===== config.mk =====
export PLATFORM = sky130hd
export DESIGN_NAME = clz_decode_flat
export DESIGN_NICKNAME = d
export VERILOG_FILES = /design/src/rtl/clz_decode_if.sv /design/src/rtl/clz_decode.sv /design/src/flat_wrapper.sv
export SDC_FILE = /design/constraint.sdc
export NUM_CORES = 1
export LEC_CHECK = 0
export CAP_MARGIN = 20
export CORE_MARGIN = 8
export CORE_UTILIZATION = 46
export CTS_CLUSTER_DIAMETER = 200
export DETAILED_ROUTE_END_ITERATION = 16
export PLACE_DENSITY = 0.86
export SKIP_CTS_REPAIR_TIMING = 1
export SYNTH_ARGS = -nofsm -noshare
export SYNTH_HDL_FRONTEND = slang
export SYNTH_SLANG_ARGS = --single-unit
export TNS_END_PERCENT = 50

===== constraint.sdc =====
create_clock -name clk -period 2.05 [get_ports clk]
set_clock_uncertainty 0.05 [all_clocks]
set_input_delay 0.205 -clock clk [delete_from_list [all_inputs] [get_ports clk]]
set_output_delay 0.205 -clock clk [all_outputs]
set_load 0.01 [all_outputs]

===== src/rtl/clz_decode_if.sv =====
// Purpose : request/result bundle between the EX-stage pipeline and clz_decode.
// Ports   : master drives start/flush/cnt_in/norm_in; slave returns busy/done/err/res/mask.
// Notes   : WIDTH is carried here so both ends agree on operand width (only 32 is supported).
interface clz_decode_if #(
  parameter int WIDTH = 32
);
  logic             start;
  logic             flush;
  logic [5:0]       cnt_in;
  logic [WIDTH-1:0] norm_in;
  logic             busy;
  logic             done;
  logic             err;
  logic [WIDTH-1:0] res;
  logic [WIDTH-1:0] mask;

  modport master (
    output start, flush, cnt_in, norm_in,
    input  busy, done, err, res, mask
  );

  modport slave (
    input  start, flush, cnt_in, norm_in,
    output busy, done, err, res, mask
  );
endinterface


===== src/rtl/clz_decode.sv =====
// Purpose : rebuilds a 32-bit value from (normalized operand, leading-zero count) by
//           shifting right one bit per cycle; also emits the leading-one mask and an error flag.
// Latency : done in the cycle after E0 for n=0, n=32 or error; after En for n=1..31.
// Backpr. : no queueing; start is only sampled in IDLE, busy stalls the pipeline, flush aborts.
// Ports   : clk, rst_n (async active-low); bus (slave): start, flush, cnt_in, norm_in in;
//           busy, done, err, res, mask out. All outputs come straight from registers.
module clz_decode #(
  parameter int WIDTH = 32
) (
  input  logic         clk,
  input  logic         rst_n,
  clz_decode_if.slave  bus
);

  typedef enum logic [1:0] {
    S_IDLE  = 2'd0,
    S_SHIFT = 2'd1,
    S_DONE  = 2'd2
  } state_t;

  state_t           r_state;
  state_t           w_state_nxt;
  logic [WIDTH-1:0] r_res;
  logic [WIDTH-1:0] r_mask;
  logic [5:0]       r_rem;
  logic             r_err;

  logic             w_accept;
  logic             w_req_err;
  logic             w_cnt_zero;
  logic             w_cnt_max;
  logic [WIDTH-1:0] w_mask_new;

  // Flush wins over start, so a flushed start never loads the result registers.
  assign w_accept   = (r_state == S_IDLE) && bus.start && !bus.flush;
  assign w_cnt_zero = (bus.cnt_in == 6'd0);
  assign w_cnt_max  = (bus.cnt_in == 6'd32);

  // A count/operand pair is inconsistent when the count is out of range, when a
  // non-full count comes with an operand that is not normalized, or when a full
  // count (value was zero) comes with a non-zero operand.
  assign w_req_err = (bus.cnt_in > 6'd32)
                  || ((bus.cnt_in <= 6'd31) && !bus.norm_in[WIDTH-1])
                  || (w_cnt_max && (bus.norm_in != '0));

  // Leading one of the rebuilt value sits at bit (31-n); only used for n <= 31.
  assign w_mask_new = {1'b1, {(WIDTH-1){1'b0}}} >> bus.cnt_in[4:0];

  always_ff @(posedge clk or negedge rst_n) begin
    if (!rst_n) begin
      r_state <= S_IDLE;
    end else begin
      r_state <= w_state_nxt;
    end
  end

  always_comb begin
    w_state_nxt = r_state;
    case (r_state)
      S_IDLE: begin
        if (bus.start) begin
          if (w_req_err || w_cnt_max || w_cnt_zero) begin
            w_state_nxt = S_DONE;
          end else begin
            w_state_nxt = S_SHIFT;
          end
        end
      end
      S_SHIFT: begin
        if (r_rem == 6'd1) begin
          w_state_nxt = S_DONE;
        end
      end
      S_DONE:  w_state_nxt = S_IDLE;
      default: w_state_nxt = S_IDLE;
    endcase
    if (bus.flush) begin
      w_state_nxt = S_IDLE;
    end
  end

  // Result registers: loaded on accept, shifted in SHIFT, otherwise held
  // (including across a flush, which leaves partial contents in place).
  always_ff @(posedge clk or negedge rst_n) begin
    if (!rst_n) begin
      r_res  <= '0;
      r_mask <= '0;
      r_rem  <= 6'd0;
      r_err  <= 1'b0;
    end else if (w_accept) begin
      r_err <= w_req_err;
      if (w_req_err || w_cnt_max) begin
        r_res  <= '0;
        r_mask <= '0;
        r_rem  <= 6'd0;
      end else begin
        r_res  <= bus.norm_in;
        r_mask <= w_mask_new;
        r_rem  <= bus.cnt_in;
      end
    end else if ((r_state == S_SHIFT) && !bus.flush) begin
      r_res <= {1'b0, r_res[WIDTH-1:1]};
      r_rem <= r_rem - 6'd1;
    end
  end

  assign bus.busy = (r_state != S_IDLE);
  assign bus.done = (r_state == S_DONE);
  assign bus.err  = r_err;
  assign bus.res  = r_res;
  assign bus.mask = r_mask;

endmodule


===== src/flat_wrapper.sv =====
// flat-port wrapper written by rule: the top's interface ports become plain ports
module clz_decode_flat 
#(
  parameter int WIDTH = 32
)
  (clk, rst_n, bus_start, bus_flush, bus_cnt_in, bus_norm_in, bus_busy, bus_done, bus_err, bus_res, bus_mask);
  clz_decode_if #(.WIDTH(WIDTH)) bus_i ();
  input  logic clk;
  input  logic rst_n;
  input wire logic [$bits(bus_i.start)-1:0] bus_start;
  input wire logic [$bits(bus_i.flush)-1:0] bus_flush;
  input wire logic [$bits(bus_i.cnt_in)-1:0] bus_cnt_in;
  input wire logic [$bits(bus_i.norm_in)-1:0] bus_norm_in;
  output wire logic [$bits(bus_i.busy)-1:0] bus_busy;
  output wire logic [$bits(bus_i.done)-1:0] bus_done;
  output wire logic [$bits(bus_i.err)-1:0] bus_err;
  output wire logic [$bits(bus_i.res)-1:0] bus_res;
  output wire logic [$bits(bus_i.mask)-1:0] bus_mask;
  assign bus_i.start = bus_start;
  assign bus_i.flush = bus_flush;
  assign bus_i.cnt_in = bus_cnt_in;
  assign bus_i.norm_in = bus_norm_in;
  assign bus_busy = bus_i.busy;
  assign bus_done = bus_i.done;
  assign bus_err = bus_i.err;
  assign bus_res = bus_i.res;
  assign bus_mask = bus_i.mask;
  clz_decode #(.WIDTH(WIDTH)) u_core (.clk(clk), .rst_n(rst_n), .bus(bus_i));
endmodule

==> results of run 1 <==
-- sequential cells by signal, summed over array words and instances, names as in the netlist --
| name | count |
|---|---|
| u_core.bus.mask | 32 |
| u_core.bus.res | 32 |
| u_core.r_rem | 6 |
| u_core.r_state | 2 |
| u_core.bus.err | 1 |
-- cell usage after synthesis, drive strengths merged (3+ instances only) --
| master | number | area share |
|---|---|---|
| clkbuf | 8 | 0.0088 |
| nand2 | 73 | 0.081 |
| dfrtp | 73 | 0.53 |
| xnor2 | 3 | 0.0077 |
| nor2b | 3 | 0.0055 |
| nand4 | 4 | 0.0073 |
| nand3 | 7 | 0.010 |
| nor2 | 10 | 0.011 |
| a21oi | 32 | 0.058 |
| a22o | 28 | 0.072 |
| nor4 | 10 | 0.029 |
| buf | 19 | 0.037 |
| a31oi | 31 | 0.057 |
| inv | 4 | 0.0044 |
| o21ai | 9 | 0.013 |
| nor3 | 6 | 0.0088 |
-- kinds of logic after synthesis --
logic type	count (synthesis)	share of synthesized area
adders and majority gates	2	0.00732
AOI/OAI and AO/OA	103	0.206
DFF	73	0.535
buffers and inverters	31	0.0502
and+or+nand+nor	127	0.189
xor gates and xnor gates	5	0.0128
-- layout make-up --
type	instances	area [µm²]
Fill cell	582	2380
Timing Repair Buffer	128	1270
Tap cell	99	124
Multi-Input combinational cell	237	1430
Clock inverter	4	45.0
Clock buffer	11	131
Inverter	4	15.0
Sequential cell	73	1830
-- worst min-delay path by stage --
stage | from | endpoint | slack (ps) | depth (start not counted)
after floorplan | rst_n | u_core.bus.err | -140 | 0
final | rst_n | u_core.bus.mask[9] | 310 | 2
after CTS | rst_n | u_core.bus.mask[9] | -210 | 1
after global placement | rst_n | u_core.bus.mask[6] | 150 | 1
after detailed placement | rst_n | u_core.bus.mask[9] | 160 | 1
after global routing | rst_n | u_core.bus.mask[9] | 370 | 2
-- cells in the final DEF, fill, tap and decap left out, types with 3 or more instances in the layout --
master           instances
a22o_1                  28
clkinv_2                 3
nand4_1                  4
nor2b_1                  3
o21ai_0                  8
inv_1                    4
a21oi_2                 10
nor4_1                   7
clkdlybuf4s50_1        107
nor2_1                  10
a21oi_1                 22
nor3_1                   6
buf_12                   3
nand3_1                  7
nand2_1                 72
clkbuf_8                 9
dfrtp_1                 73
a31oi_1                 31
xnor2_1                  3
buf_4                   16
-- metal layers --
layer / share of wire / global-route usage / routed length (µm)
met2: 0.47 / 0.304 / 4640
met5: 0 / 0 / 0
met4: 0.013 / 0.0688 / 132
met1: 0.43 / 0.237 / 4310
met3: 0.085 / 0.0627 / 843
-- metrics by stage --
step	power [mW]	setup slack [ps]	hold WS (ps)	instance area, µm²	std cells
6_report	3.81	127	313	4840	556
5_1_grt	4.00	59.4	373	4840	556
4_1_cts	3.83	110	-213	4830	555
3_5_place_dp	2.76	108	156	4650	540
3_3_place_gp	2.74	118	149	4650	540
2_1_floorplan	2.19	388	-141	3420	341
-- critical path: stages (launching register included) --
cell and delay, ps:
dfrtp_1 480, or2_2 330, clkdlybuf4s50_1 520
-- power by group through the flow --
stage	registers [mW]	logic, mW	clock network, mW
3_5_place_dp	1.80	0.960	0
4_1_cts	1.79	0.963	1.08
3_3_place_gp	1.81	0.932	0
2_1_floorplan	1.85	0.342	0
6_report	1.79	0.953	1.06
5_1_grt	1.81	1.04	1.14
==> results by group, run 1 <==
Status
  • Status: completed

Drt
  • Routed wire per std cell: 17.9 µm
  • Number of remaining DRC errors: 0
  • Drt pass-1 iters: 4
  • Post-route ant nets: 0
  • Via count: 3082
  • Routed Wire Length: 9.93 mm
  • Drt via density: 5.54
  • First DRT Iteration DRCs: 138

Worst setup path
  • Critical Path AT: 1670 ps
  • Req. time, crit path: 1790 ps
  • Crit start category: register
  • Flop2flop setup slack: 340 ps
  • R2R depth: 4
  • R2R Path End: u_core.bus.res[24]
  • R2r startpoint: u_core.r_state[1]
  • Worst Path Class, Setup: reg -> out
  • Endpoint class of the critical path: output pin
  • Setup crit end: bus_busy
  • Worst-path maximum fanout: 7
  • Crit. Startpoint: u_core.r_state[1]

Pwr
  • Cell area power density: 788 nW/µm²
  • Flop pwr share: 0.470
  • P_leak: 2.05 nW
  • Clk pwr share: 0.280
  • Internal: 2.68 mW
  • Comb pwr share: 0.250
  • Switching Share: 0.296
  • P_sw: 1.13 mW
  • Maximum vdd drop: 0.000548 V

Clocking
  • CTS Sinks: 73
  • Longest Clk Path Bufs: 2
  • Clock-pin slew on the worst setup and hold paths: 80 ps
  • TritonCTS clock tree: yes
  • Worst-Skew Late Latency: 340 ps
  • Clock root buffer: clkbuf_8
  • CTS Buf Count: 9
  • H-tree lvl count: 3

Placed design
  • Final HPWL DP: 7.31 mm
  • IO buf count: 108
  • Routability cong.: 0.830

Yosys
  • Syn Inst Count: 341
  • Ys flop type: dfrtp_1
  • Yosys cell types: 39
  • Async S/R FF share, synth: 1.00
  • Seq/Total Area, Yosys: 0.535
  • #FFs+latches synth: 73
  • Synthesized cell area: 3420 µm²
  • EDFF count, synth: 0
  • Syn Nets: 385
  • Syn avg cell area: 10.0 µm²
  • Yosys warning count: 0

STA
  • Final critical-path required period: 1920 ps
  • Relative slew margins: 0.636
  • Fin. Hold Viols: 0
  • Final worst-path cycle share: 0.938
  • Setup TNS: 0 ps
  • Worst-Margin Slew: 540 ps
  • Pins Over Slew Limit: 0
  • Final setup viols: 0
  • RSZ-0062 raised after global routing: false
  • Fmax: 0.520 GHz

Cells and area
  • Final core utilization: 0.670
  • Nets@finish: 497
  • Layout cell share with drive strength beyond 1: 0.114
  • Antenna diodes: 0
  • Area Growth Syn to Fin: 41.6%

Floorplanning
  • Initial core utilization: 0.473
  • Core Footprint: 7210 µm²
  • Site row count: 31
  • Io pins: 109
  • DIE AREA: 10400 µm²
  • Die H: 102 µm
  • Die X: 102 µm

Job
  • MaxCap Viol Count: 0

Hold path
  • Hold Path Class: in -> async

Global route
  • Vias in the first global route: 3131
  • Largest net degree at the start of global routing: 57
  • Initial antenna violation count: 0
  • GRT Util Overall: 0.191
  • Grt ovf: 0
  • Global-route wire length before repair: 15.6 mm
(Power assumes the default switching activity.)
==> run 2, diff against run 1 <==
- PLACE_DENSITY: 0.86 -> 0.77
==> results by group, run 2 (same netlist as run 1, synthesis figures left out) <==
Floorplanning
  • Die H: 102 µm (unchanged)
  • Initial core utilization: 0.473 (unchanged)
  • Io pins: 109 (unchanged)
  • Site row count: 31 (unchanged)
  • Core Footprint: 7210 µm² (unchanged)
  • DIE AREA: 10400 µm² (unchanged)
  • Die X: 102 µm (unchanged)

Drt
  • Number of remaining DRC errors: 0 (unchanged)
  • First DRT Iteration DRCs: 202 (was 138)
  • Drt via density: 5.57 (was 5.54)
  • Drt pass-1 iters: 5 (was 4)
  • Routed wire per std cell: 17.7 µm (was 17.9 µm)
  • Routed met1 length: 4.27 mm (was 4.31 mm)
  • DR WL met2: 4.61 mm (was 4.64 mm)
  • Via count: 3093 (was 3082)
  • Max Used Layer: met4 (unchanged)
  • Wire length on met3: 855 µm (was 843 µm)
  • Routed Wire Length: 9.85 mm (was 9.93 mm)
  • Post-route ant nets: 0 (unchanged)

Worst setup path
  • Crit start category: register (unchanged)
  • Worst Path Class, Setup: reg -> out (unchanged)
  • Critical Path AT: 1670 ps (about the same)
  • CP delay by family, top: buffers and inverters (unchanged)
  • Worst-path maximum fanout: 7 (unchanged)
  • Crit. Startpoint: u_core.r_state[1] (unchanged)
  • Endpoint class of the critical path: output pin (unchanged)
  • Crit path largest cell delay: 510 ps (was 520 ps)
  • Req. time, crit path: 1790 ps (about the same)
  • Crit-path slowest cell: clkdlybuf4s50_1 (unchanged)
  • Crit path cell chain: or2_2, clkdlybuf4s50_1 (unchanged)
  • R2r startpoint: u_core.r_state[1] (unchanged)
  • Buf/Inv on CP: 1 (unchanged)

Pwr
  • Cell area power density: 794 nW/µm² (was 788 nW/µm²)
  • P_leak: 2.04 nW (was 2.05 nW)
  • Comb pwr share: 0.245 (was 0.250)
  • Clk pwr share: 0.288 (was 0.280)
  • Switching Share: 0.294 (was 0.296)
  • P_sw: 1.13 mW (about the same)
  • Internal: 2.71 mW (was 2.68 mW)
  • Flop pwr share: 0.467 (was 0.470)
  • Maximum vdd drop: 0.000450 V (was 0.000548 V)
  • Total chip power: 3.84 mW (was 3.81 mW)

Cells and area
  • FF/Latch Area: 1830 µm² (unchanged)
  • Non-filler cells, final: 555 (was 556)
  • Fillcell total: 574 (was 582)
  • Antenna diodes: 0 (unchanged)
  • Nets@finish: 496 (was 497)
  • Multi-input gate area: 1430 µm² (unchanged)
  • Design area: 4830 µm² (was 4840 µm²)
  • Layout cell share with drive strength beyond 1: 0.116 (was 0.114)
  • Area Growth Syn to Fin: 41.5% (was 41.6%)
  • Commonest non-fill, non-tap cell in the layout: clkdlybuf4s50_1 (unchanged)
  • Final core utilization: 0.670 (about the same)
  • Most frequent cells in the layout: clkdlybuf4s50_1, dfrtp_1, nand2_1, a31oi_1, a22o_1 (unchanged)

Placed design
  • # placed instances: 539 (was 540)
  • Routability cong.: 0.809 (was 0.830)
  • Final HPWL DP: 7.22 mm (was 7.31 mm)
  • DP Area: 4630 µm² (was 4650 µm²)
  • IO buf count: 108 (unchanged)

STA
  • Final critical-path required period: 1920 ps (about the same)
  • Fin. Hold Viols: 0 (unchanged)
  • RSZ-0062 raised after global routing: false (unchanged)
  • Fmax: 0.520 GHz (about the same)
  • Worst-Margin Slew: 444 ps (was 540 ps)
  • Setup TNS: 0 ps (unchanged)
  • Final worst-path cycle share: 0.939 (was 0.938)
  • Final setup viols: 0 (unchanged)
  • Pins Over Slew Limit: 0 (unchanged)
  • Relative slew margins: 0.702 (was 0.636)

Clocking
  • Longest Clk Path Bufs: 2 (unchanged)
  • Clock-pin slew on the worst setup and hold paths: 80 ps (about the same)
  • TritonCTS clock tree: yes (unchanged)
  • CTS Buf Count: 9 (unchanged)
  • H-tree lvl count: 3 (unchanged)
  • Clock root buffer: clkbuf_8 (unchanged)
  • Worst-Skew Late Latency: 340 ps (about the same)
  • CTS Sinks: 73 (unchanged)

Status
  • Status: completed (unchanged)

Global route
  • Grt ovf: 0 (unchanged)
  • GRT Util Overall: 0.187 (was 0.191)
  • Largest net degree at the start of global routing: 74 (was 57)
  • Global-route wire length before repair: 15.3 mm (was 15.6 mm)
  • Initial antenna violation count: 0 (unchanged)
  • Vias in the first global route: 3015 (was 3131)

Hold path
  • Hold Path Class: in -> async (unchanged)

Job
  • MaxCap Viol Count: 0 (unchanged)
-- run 2: cell types whose count changed in the layout (fill, tap and decap cells not counted), sizes merged --
cell,change
buf,-1
clkbuf,-1
clkinvlp,+1
-- run 2: per-layer routing --
metal	global-route usage	up-vias
met5	0	-
met4	0.0609	0
met3	0.0565	12
met2	0.301	132
met1	0.235	1498
li1	-	1451
-- run 2: metrics by stage --
step,setup WS (ps),hold slack (ps)
floorplan,388,-141
global placement,153,211
detailed placement,59.3,210
CTS,111,-150
global route,56.7,397
finish,126,364
-- run 2: power by group through the flow --
stage | Clock, mW | Sequential, mW | Combinational [mW]
floorplan | 0 | 1.85 | 0.342
global placement | 0 | 1.81 | 0.933
detailed placement | 0 | 1.81 | 0.952
CTS | 1.12 | 1.79 | 0.953
global route | 1.18 | 1.82 | 1.03
finish | 1.11 | 1.79 | 0.942
-- run 2: cell type report --
cell class,instances,share of cell area
Clock buffer,10,0.0285
Clock inverter,5,0.0116
Inverter,4,0.00311
Multi-Input combinational cell,237,0.295
Sequential cell,73,0.378
Tap cell,99,0.0256
Timing Repair Buffer,127,0.258
-- run 2: worst paths after layout --
kind | depth (start not counted) | slack, ps | to
max in group asynchronous | 3 | 1270 | u_core.r_rem[3]
worst min register to register | 2 | 450 | u_core.bus.mask[7]
min in group clk | 2 | 450 | u_core.bus.mask[7]
worst max register to register | 4 | 210 | u_core.bus.mask[25]
worst max-delay path | 2 | 130 | bus_busy
worst min-delay path | 3 | 360 | u_core.bus.mask[9]
-- run 2: worst reg2reg max path, delay by kind of cell, from the launching register on --
kind / cells / cell delay (ps)
AO/OA/AOI/OAI: 1 / 190
flip-flops: 1 / 500
AND/OR/NAND/NOR: 3 / 1040
==> run 3, diff against run 2 <==
- SLEW_MARGIN: not set -> 10
==> results of run 3 <==
Final layout, timing and power as in run 2 (identical DEF).
